## config.mk

```make
export PLATFORM = sky130hd
export DESIGN_NAME = or_gate_exerciser
export DESIGN_NICKNAME = d
export VERILOG_FILES = /design/src/rtl/or_gate_exerciser_pkg.sv /design/src/rtl/exerciser_hold_timer.sv /design/src/rtl/or_gate_exerciser.sv
export SDC_FILE = /design/constraint.sdc
export NUM_CORES = 1
export LEC_CHECK = 0
export CAP_MARGIN = 20
export CORE_UTILIZATION = 54
export DETAILED_ROUTE_END_ITERATION = 10
export PLACE_DENSITY = 0.91
export RECOVER_POWER = 100
export SLEW_MARGIN = 5
export SYNTH_ARGS = -nofsm -noshare
export SYNTH_HDL_FRONTEND = slang
export SYNTH_SLANG_ARGS = --single-unit
```

## constraint.sdc

```tcl
create_clock -name clk -period 3 [get_ports clk]
set_input_delay 0.75 -clock clk [delete_from_list [all_inputs] [get_ports clk]]
set_output_delay 0.75 -clock clk [all_outputs]
set_load 0.02 [all_outputs]
```

## src/rtl/or_gate_exerciser_pkg.sv

```systemverilog
// Shared definitions for the OR-gate exerciser: FSM encoding and width helper.
// Purely declarative, with no logic and no latency.
// No flow control.
package or_gate_exerciser_pkg;

  // FSM state encoding, kept as plain constants for legacy tool flows
  localparam logic [1:0] IDLE = 2'd0;
  localparam logic [1:0] RUN  = 2'd1;
  localparam logic [1:0] DONE = 2'd2;

  // Bits needed to count 0..v-1, never less than one bit
  function automatic int clog2_min1(input int v);
    int r;
    r = 0;
    while ((1 << r) < v) r++;
    return (r < 1) ? 1 : r;
  endfunction

endpackage

```

## src/rtl/exerciser_hold_timer.sv

```systemverilog
// Hold timer: counts cycles within one stimulus vector and flags the last one.
// last is combinational from the counter; the count advances one step per enabled cycle.
// Backpressure: none. clr takes priority over en.
module exerciser_hold_timer
  import or_gate_exerciser_pkg::*;
#(
  parameter int HOLD = 10
) (
  input  logic clk,
  input  logic rst,
  input  logic clr,
  input  logic en,
  output logic last
);

  localparam int CW = clog2_min1(HOLD);
  localparam logic [CW-1:0] LAST_CNT = CW'(HOLD - 1);

  logic [CW-1:0] cnt;

  // Count up to HOLD-1, then wrap so the next vector starts from zero
  always_ff @(posedge clk or posedge rst) begin
    if (rst) begin
      cnt <= '0;
    end else if (clr) begin
      cnt <= '0;
    end else if (en) begin
      cnt <= last ? '0 : cnt + 1'b1;
    end
  end

  assign last = (cnt == LAST_CNT);

endmodule

```

## src/rtl/or_gate_exerciser.sv

```systemverilog
// Sweeps every input vector of an N-input OR gate and checks the gate output against |stim.
// Sweep takes 2^N_IN*HOLD cycles from the accepting edge to done; dut_y is sampled on the last hold cycle.
// Backpressure: none. start is honoured only in IDLE or DONE and ignored while a sweep runs.
module or_gate_exerciser
  import or_gate_exerciser_pkg::*;
#(
  parameter int N_IN  = 3,
  parameter int HOLD  = 10,
  parameter int ERR_W = 4
) (
  input  logic             clk,
  input  logic             rst,
  input  logic             start,
  input  logic             dut_y,
  output logic [N_IN-1:0]  stim,
  output logic             busy,
  output logic             done,
  output logic             pass,
  output logic [ERR_W-1:0] err_count,
  output logic             fail_valid,
  output logic [N_IN-1:0]  fail_vec
);

  localparam logic [ERR_W-1:0] ERR_MAX = '1;

  logic [1:0]       state;
  logic             hold_last;
  logic             accept;
  logic             sample;
  logic             mismatch;
  logic             at_end;
  logic [ERR_W-1:0] err_next;

  assign accept   = start && ((state == IDLE) || (state == DONE));
  assign sample   = (state == RUN) && hold_last;
  assign mismatch = sample && (dut_y != (|stim));
  assign at_end   = &stim;

  exerciser_hold_timer #(
    .HOLD(HOLD)
  ) u_hold_timer (
    .clk  (clk),
    .rst  (rst),
    .clr  (accept),
    .en   (state == RUN),
    .last (hold_last)
  );

  // Saturating increment of the mismatch count for the current sample
  always_comb begin
    err_next = err_count;
    if (mismatch && (err_count != ERR_MAX)) begin
      err_next = err_count + 1'b1;
    end
  end

  // Sweep FSM, vector counter and error log
  always_ff @(posedge clk or posedge rst) begin
    if (rst) begin
      state      <= IDLE;
      stim       <= '0;
      busy       <= 1'b0;
      done       <= 1'b0;
      pass       <= 1'b0;
      err_count  <= '0;
      fail_valid <= 1'b0;
      fail_vec   <= '0;
    end else if (accept) begin
      state      <= RUN;
      stim       <= '0;
      busy       <= 1'b1;
      done       <= 1'b0;
      pass       <= 1'b0;
      err_count  <= '0;
      fail_valid <= 1'b0;
      fail_vec   <= '0;
    end else if (sample) begin
      err_count <= err_next;
      if (mismatch && !fail_valid) begin
        fail_valid <= 1'b1;
        fail_vec   <= stim;
      end
      if (at_end) begin
        // Last vector stays on stim while results are presented
        state <= DONE;
        busy  <= 1'b0;
        done  <= 1'b1;
        pass  <= (err_next == '0);
      end else begin
        stim <= stim + 1'b1;
      end
    end
  end

endmodule

```

* After elaboration in Yosys (flattened, before gate mapping)
Index checks and enable logic that the tools add are counted.
** Storage, ports and cells
- Register bits :: 20
- Input port bits :: 4
- Word-level logic and storage cells :: 63
** Cells by class
- Add/sub/neg operators :: 3
- Equality and inequality tests :: 6
- Multiplexer cells :: 27
- Reduce and logical (&&, ||, !) cells :: 18
** Operator list (count)
- $mux 4 :: 6
- $mux 3 :: 6
- $mux 1 :: 12
- $add 4x1->4 const B :: 2
- $reduce_bool 2->1 :: 4
- $mux 2 :: 3
- $reduce_and 2->1 :: 3
- $logic_and 1x1->1 :: 5
- $eq 4x4->1 const B :: 1
- $logic_not 4->1 :: 1
- $ne 4x4->1 const B :: 1
- $add 3x1->3 const B :: 1
- $reduce_and 3->1 :: 1
- $reduce_or 3->1 :: 1
- $eq 2x1->1 const B :: 1
- $eq 2x2->1 const B :: 1
- $logic_not 2->1 :: 1
- $ne 2x2->1 const B :: 1
- $logic_not 1->1 :: 1
- $logic_or 1x1->1 :: 1
- $ne 1x1->1 :: 1

* Depth between registers and ports, before layout
Gate-level depths: netlist (run 1).
- Word-level depth :: 9
- Mapped depth :: 8
- Depth with buffers taken out :: 7

* Hierarchy
Synthesis (run 1) repeated with hierarchy kept, for this count alone.
** Second synthesis, totals
- Cell total of the unflattened synthesis :: 105
- Area, all modules :: 1039.7 um^2
** By module, submodules not included
- or_gate_exerciser :: instances 1, cells an instance 79, area each 793.3 um^2, seq. area each 350.3 um^2
- exerciser_hold_timer :: instances 1, cells an instance 26, area each 246.5 um^2, seq. area each 100.1 um^2

* Least setup slack after synthesis (run 1)
Ideal clock, no wire load.
- Path kind :: register -> register
- From :: register u_hold_timer.cnt[1]
- To :: register err_count[3]
- Setup time :: 0.137 ns
- Arrival time :: 1.838 ns
- Slack :: 1.024 ns
- Stages on the path, launching flop included :: 9
- Path buffers :: 1
- Period minus slack after synthesis :: 1.976 ns
- Path through :: dfrtp_1 -> inv_1 -> ha_1 -> nand3b_4 -> or3b_1 -> buf_6 -> a311o_4 -> o211ai_2 -> o31ai_2
** Between the ends
- Longest elaborated chain between the ends :: 7
- Elaborated cells on any way between the ends :: 8
- Those cells by class :: eq/ne: 1; mux: 3; reduce/logical: 4
** RTL lines
- start, declared :: RTL line exerciser_hold_timer.sv:19 : logic [CW-1:0] cnt;
- start signal, assigned :: RTL line exerciser_hold_timer.sv:28 : cnt <= last ? '0 : cnt + 1'b1;
- $eq 4x4->1 (*) :: RTL line exerciser_hold_timer.sv:32 : assign last = (cnt == LAST_CNT);
- $logic_and 1x1->1 (*) :: RTL line or_gate_exerciser.sv:35 : assign sample = (state == RUN) && hold_last;
- $logic_and 1x1->1 :: RTL line or_gate_exerciser.sv:36 : assign mismatch = sample && (dut_y != (|stim));
- $logic_and 1x1->1 :: RTL line or_gate_exerciser.sv:52 : if (mismatch && (err_count != ERR_MAX)) begin
- $mux 4 :: RTL line or_gate_exerciser.sv:52
- $mux 4 :: RTL line or_gate_exerciser.sv:77 : end else if (sample) begin
- $mux 4 :: RTL line or_gate_exerciser.sv:68 : end else if (accept) begin
- end signal, assigned :: RTL line or_gate_exerciser.sv:78 : err_count <= err_next;
- end, declared :: RTL line or_gate_exerciser.sv:19 : output logic [ERR_W-1:0] err_count,
Mark *: on every way between the ends. The rest lies on a longest branch, timed or not. The select of a mux whose other input is x is not followed.
A chain may end at the register's enable or synchronous reset.

* Worst setup path after layout (run 1)
- From :: input dut_y
- To :: register pass
** Between the ends
- Longest elaborated chain between the ends :: 8
** RTL lines
- start, declared :: RTL line or_gate_exerciser.sv:14 : input logic dut_y,
- $ne 1x1->1 :: RTL line or_gate_exerciser.sv:36
- $logic_and 1x1->1 :: RTL line or_gate_exerciser.sv:36
- $logic_and 1x1->1 :: RTL line or_gate_exerciser.sv:52
- $mux 4 :: RTL line or_gate_exerciser.sv:52
- $logic_not 4->1 :: RTL line or_gate_exerciser.sv:88 : pass <= (err_next == '0);
- $mux 1 :: RTL line or_gate_exerciser.sv:83 : if (at_end) begin
- $mux 1 :: RTL line or_gate_exerciser.sv:77
- $mux 1 :: RTL line or_gate_exerciser.sv:68
- end signal, assigned :: RTL line or_gate_exerciser.sv:88
- end, declared :: RTL line or_gate_exerciser.sv:18 : output logic pass,
Every way passes these cells. The select of a mux whose other input is x is not followed.

==> flow_summary.yaml, run 1 <==
layout:
  insertedDiodeCount: 0
  fin_area_mm2: 0.00119
  fin_cells: 147
  nFillCells: 131
  drive_gt1_share_pct: 6.56
  area_delta_synth_final_pct: 21.3
  nets: 133
worst_setup_path:
  critPathLaunchType: "input pin"
  worst_setup_path_end_kind: "flop"
  crit_family: "buffers and inverters"
  slowest_delay_ns: 0.54
  critPathKind: "input pin to flop"
  arrival_ns: 2.53
  worstPathRequired_ns: 3.21
  crit_buf_inv: 1
  critPathMaxFanout: 8
  crit_path_top_delay_cell: "dlygate4sd3_1"
  crit_chain: "dlygate4sd3_1 -> xnor2_1 -> nor4b_1 -> a41oi_1 -> o31ai_1"
clock_tree:
  cts_root_buf: "clkbuf_4"
  clk_pin_slew_ns: 0.11
  cts_hold_buf: 0
  clockBufferDepth: 2
  cts_tree: "done"
  cts_resized: 0
  cts_buffers: 3
  cts_sinks: 18
  htreeDepth: 1
  worst_skew_pair.late_latency_ns: 0.30
  post-cts-setup-buffers: 0
timing:
  fin_skew_ns: 0.00327
  period_minus_slack_ns: 2.32
  holdWs_ns: 0.537
  rsz0062_at_grt: "no"
  setup_tns_ns: 0
  fin_crit_sh_pct: 77.4
  max_freq_mhz: 431
  setup_viol: 0
  final_hold_viol_count: 0
  max_slew_margin_pct: 54.8
  worst_slew_pin_slew_ns: 0.678
  slew_violations: 0
synthesis:
  ys_ff_latch: 18
  netlist_top_cells_count: "dfrtp_1, nand2_1, o21ai_0"
  syn_inst: 102
  ys_types: 29
  synth-xor-area-share_pct: 3.57
  synth_fa_ha_area_share_pct: 7.64
  syn_nets: 112
  synth_edf_count: 0
  yosys.area_share.simple_pct: 21.5
  synthArstFlopShare_pct: 100
  seq_area_frac_synth_pct: 45.9
  yosysMostFrequentCell: "dfrtp_1"
  yosys.area.top_type: "dfrtp_1"
  ys_warn_count: 0
  ys.flop_type: "dfrtp_1"
  syn_area_um2: 982
  syn_avg_cell_area_um2: 9.63
  synth_mux_area_share_pct: 0
  synth_top_area_share_pct: 45.9
  synth_top_family_by_area: "simple AND/OR/NAND/NOR gates"
  ys_top_cells_by_area: "dfrtp_1, ha_1, o21ai_0"
  synth_compound_area_share_pct: 17.2
route:
  vias_per_cell: 5.55
  drt_wl_total_um: 1980
  final_antenna_net_count: 0
  first_pass_iters: 4
  drc: 0
  vias: 816
  wl_per_cell_um: 13.5
  drtIter0Drc: 14
place:
  place_area_mm2: 0.00117
  io_buffers: 17
  dp_cells: 143
  dpl.hpwl_um: 1440
  gp_congestion: 0.810
die:
  die_y_um: 44.7
  die_x_um: 44.7
  initial_core_util_pct: 57.5
  num_rows: 15
  die_area_mm2: 0.00199
  io_pins: 18
  coreArea_mm2: 0.00171
outcome:
  status: "complete, no violations"
grt:
  grt_max_degree: 19
  grt_pass1_vias: 747
  grt_use_total_pct: 22.5
  antenna_found_initial: 0
  grt_pass1_wl_um: 3240
  grt-ovfl-total: 0
power:
  p_leak_nw: 0.520
  powerDensity_mw_per_mm2: 897
  irDropWorstVdd_mv: 0.626
  total_power_mw: 1.07
hold_path:
  hold_class: "flop to flop"
job:
  drv_cap: 0
## metrics by stage
step | setup slack, ns | utilization, %
global placement | 0.697 | 68.6
floorplan | 1.02 | -
finish | 0.678 | 69.7
CTS | 0.744 | 70.8
global route | 0.527 | 69.7
detailed placement | 0.544 | 68.6
## sequential cells by signal (all words and copies together), names as in the netlist
register and flops:
pass 1, fail_vec 3, fail_valid 1, stim 3, state 1, err_count 4
done 1, u_hold_timer.cnt 4
## layer usage
layer  track usage [%]  wire (µm)
met1              28.1        873
met2              39.4        975
met3              2.45         90
met4              9.09         38
met5                 0          0
## cells by family (layout without fill, tap and decap cells)
family / after synthesis / in the layout
DFF: 18 / 18
and+or+nand+nor: 40 / 40
AOI/OAI and AO/OA: 25 / 25
buffers and inverters: 9 / 29
xor gates and xnor gates: 4 / 4
adders and majority gates: 6 / 6
## power breakdown
part           switching (mW)  total, mW  internal (mW)
combinational           0.268      0.475          0.208
clock                  0.0818      0.156         0.0741
sequential              0.107      0.438          0.331
## cell usage in the layout, fill, tap and decap left out, types with 2 or more instances in the layout
| cell type | n |
|---|---|
| clkbuf_4 | 3 |
| a21oi_1 | 4 |
| nor2b_1 | 2 |
| dfrtp_1 | 18 |
| inv_1 | 8 |
| nand2_1 | 13 |
| nand3_1 | 6 |
| xnor2_1 | 3 |
| nor3_1 | 3 |
| dlygate4sd3_1 | 17 |
| o21ai_0 | 13 |
| ha_1 | 6 |
| nor2_1 | 8 |
| nand3b_1 | 2 |
## worst min-delay path, stage by stage (launching register included)
cell and delay [ns]:
dfrtp_1 0.39, nand2_1 0.05, o21ai_0 0.06
## final cells by class
| cell class | instances | area [µm²] | area share (%) |
|---|---|---|---|
| multi-input cells | 75 | 473 | 39.7 |
| flip-flops and latches | 18 | 450 | 37.8 |
| clock buffers | 4 | 36.3 | 3.05 |
| repair buffers | 17 | 170 | 14.3 |
| well taps | 25 | 31.3 | 2.63 |
| inverters | 8 | 30.0 | 2.52 |
## path summary, 6_finish.rpt
check	startpoint	end	slack, ns	depth (start not counted)
max reg2reg	u_hold_timer.cnt[1]$_DFFE_PP0P_	err_count[3]$_DFFE_PP0P_	0.82	7
min reg2reg	fail_vec[2]$_DFFE_PP0P_	fail_vec[2]$_DFFE_PP0P_	0.54	2
min	fail_vec[2]$_DFFE_PP0P_	fail_vec[2]$_DFFE_PP0P_	0.54	2
max	dut_y	pass$_DFFE_PP0P_	0.68	5
max in group asynchronous	rst	stim[2]$_DFFE_PP0P_	1.60	2
min in group asynchronous	rst	fail_vec[0]$_DFFE_PP0P_	0.97	2
Power figures use the tool's default switching activity.
==> run 2, diff against run 1 <==
--- a/config.mk
+++ b/config.mk
@@ -6,9 +6,10 @@
 export NUM_CORES = 1
 export LEC_CHECK = 0
 export CAP_MARGIN = 20
-export CORE_UTILIZATION = 54
+export CORE_ASPECT_RATIO = 1.5
+export CORE_UTILIZATION = 50
 export DETAILED_ROUTE_END_ITERATION = 10
-export PLACE_DENSITY = 0.91
+export PLACE_DENSITY = 0.86
 export RECOVER_POWER = 100
 export SLEW_MARGIN = 5
 export SYNTH_ARGS = -nofsm -noshare
==> constraint.sdc (replaced) <==
create_clock -name clk -period 2.4 [get_ports clk]
set_input_delay 0.6 -clock clk [delete_from_list [all_inputs] [get_ports clk]]
set_output_delay 0.6 -clock clk [all_outputs]
set_load 0.02 [all_outputs]
==> run 2 against run 1 <==
Against the previous run: first-iteration DRC count is 86% higher; via count is 0.86% lower; final cell count is 2.7% lower; sequential share of layout area hardly changed; clock skew is 0.0010 ns higher; combinational power is 24% higher; non-clock buffer count stayed put; critical path depth is 4 lower; global-route usage is 2.3 points lower; power is 24% higher; die area is 7.8% higher; critical path type is now flop to output pin.
==> flow_summary.yaml, run 2 (synthesized netlist as in run 1, its figures left out) <==
outcome:
  status: "complete, no violations"
worst_setup_path:
  r2r-start: "u_hold_timer.cnt[1]$_DFFE_PP0P_"
  crit_chain: "dlygate4sd3_1"
  critical_path.endpoint: "err_count[3]"
  slowest_delay_ns: 0.72
  reg2reg_to: "err_count[3]$_DFFE_PP0P_"
  worst_setup_path_end_kind: "output pin"
  crit_family: "buffers and inverters"
  critPathLaunchType: "flop"
  arrival_ns: 1.57
  rrSetupSlack_ns: 0.25
  crit_cells: 1
  crit_path_top_delay_cell: "dlygate4sd3_1"
  critPathMaxFanout: 8
  crit_buf_inv: 1
  worstPathRequired_ns: 1.80
  critPathKind: "flop to output pin"
  setup.worst_path.start: "err_count[3]$_DFFE_PP0P_"
  r2r_cells: 7
route:
  vias_per_cell: 5.66
  drt_wl_total_um: 1890
  drc: 0
  final_antenna_net_count: 0
  vias: 809
  drtIter0Drc: 26
  first_pass_iters: 4
  wl_per_cell_um: 13.2
place:
  io_buffers: 17
  dp_cells: 139
  gp_congestion: 0.772
  dpl.hpwl_um: 1410
timing:
  setup_viol: 0
  rsz0062_at_grt: "no"
  max_freq_mhz: 461
  fin_skew_ns: 0.00427
  fin_crit_sh_pct: 90.5
  slew_violations: 0
  period_minus_slack_ns: 2.17
  setup_tns_ns: 0
  max_slew_margin_pct: 55.2
  worst_slew_pin_slew_ns: 0.671
  final_hold_viol_count: 0
power:
  p_switching_mw: 0.555
  share_comb_of_total_power_pct: 44.6
  p_leak_nw: 0.524
  clock_power_share_pct: 14.1
  irDropWorstVdd_mv: 0.769
  power.internal_mw: 0.772
  powerDensity_mw_per_mm2: 1120
  seqPwrFrac_pct: 41.3
  p_sw_share_pct: 41.8
clock_tree:
  clockBufferDepth: 2
  cts_buffers: 3
  cts_sinks: 18
  cts_hold_buf: 0
  worst_skew_pair.late_latency_ns: 0.29
  clk_pin_slew_ns: 0.10
  cts_resized: 0
  cts_root_buf: "clkbuf_4"
  cts_tree: "done"
  htreeDepth: 1
  post-cts-setup-buffers: 0
die:
  io_pins: 18
  coreArea_mm2: 0.00183
  die_x_um: 38.2
  num_rows: 19
  die_y_um: 56.3
  initial_core_util_pct: 53.7
  die_area_mm2: 0.00215
grt:
  grt_pass1_vias: 722
  grt_max_degree: 19
  grt-ovfl-total: 0
  grt_pass1_wl_um: 3140
  antenna_found_initial: 0
  grt_use_total_pct: 20.2
layout:
  area_delta_synth_final_pct: 21.1
  nFillCells: 156
  final_common_cell: "dfrtp_1"
  mostFrequentLayoutCells: "dfrtp_1, dlygate4sd3_1, nand2_1, o21ai_0"
  multiInputGateArea_um2: 477
  drive_gt1_share_pct: 7.38
  nets: 133
  seqCellArea_um2: 450
  insertedDiodeCount: 0
  top_regs: "err_count: 4 flops, u_hold_timer.cnt: 4 flops"
  fin_cells: 143
job:
  drv_cap: 0
hold_path:
  hold_class: "flop to flop"
  worstHoldStart: "pass$_DFFE_PP0P_"
## run 2: changes by cell type in the layout (fill, tap and decap cells not counted)
cell and change:
nand3b_2 +1, dlygate4sd3_1 -1, clkdlybuf4s50_1 +1, nand3b_1 -1
## run 2: how the worst min path moves through the flow
stage / end / slack (ns) / cells past startpoint
after floorplan: u_hold_timer.cnt[2]$_DFFE_PP0P_ / 0.47 / 1
after global placement: pass$_DFFE_PP0P_ / 0.49 / 2
after detailed placement: pass$_DFFE_PP0P_ / 0.50 / 2
after CTS: pass$_DFFE_PP0P_ / 0.53 / 2
after global routing: fail_vec[2]$_DFFE_PP0P_ / 0.57 / 2
final: pass$_DFFE_PP0P_ / 0.52 / 2
## run 2: stage by stage
step | instance area [µm²] | power (mW) | setup slack [ns] | hold WS, ns | util, %
global placement | 1170 | 1.17 | 0.230 | 0.486 | 63.8
global route | 1190 | 1.44 | 0.174 | 0.567 | 65.0
detailed placement | 1170 | 1.20 | 0.108 | 0.501 | 63.8
CTS | 1200 | 1.39 | 0.271 | 0.533 | 65.8
floorplan | 982 | 0.948 | 0.424 | 0.473 | -
finish | 1190 | 1.33 | 0.229 | 0.525 | 65.0
## run 2: cell type report
class	count	share of cell area, %
multi-input combinational	75	40.1
sequential	18	37.9
timing repair buffer	17	14.3
clock buffer	4	3.05
inverter	8	2.52
tap	21	2.21
## run 2: power by group through the flow
stage	clock, mW	combinational [mW]	sequential, mW
final	0.187	0.591	0.548
after global routing	0.208	0.666	0.568
after CTS	0.191	0.642	0.556
after detailed placement	0	0.639	0.560
after global placement	0	0.617	0.551
after floorplan	0	0.321	0.627
## run 2: per-layer routing
| metal | vias up | GRT usage [%] | wire (µm) |
|---|---|---|---|
| li1 | 394 | - | - |
| met3 | 5 | 1.58 | 49 |
| met1 | 393 | 28.0 | 867 |
| met2 | 17 | 31.2 | 931 |
| met4 | 0 | 9.69 | 38 |
| met5 | - | 0 | 0 |
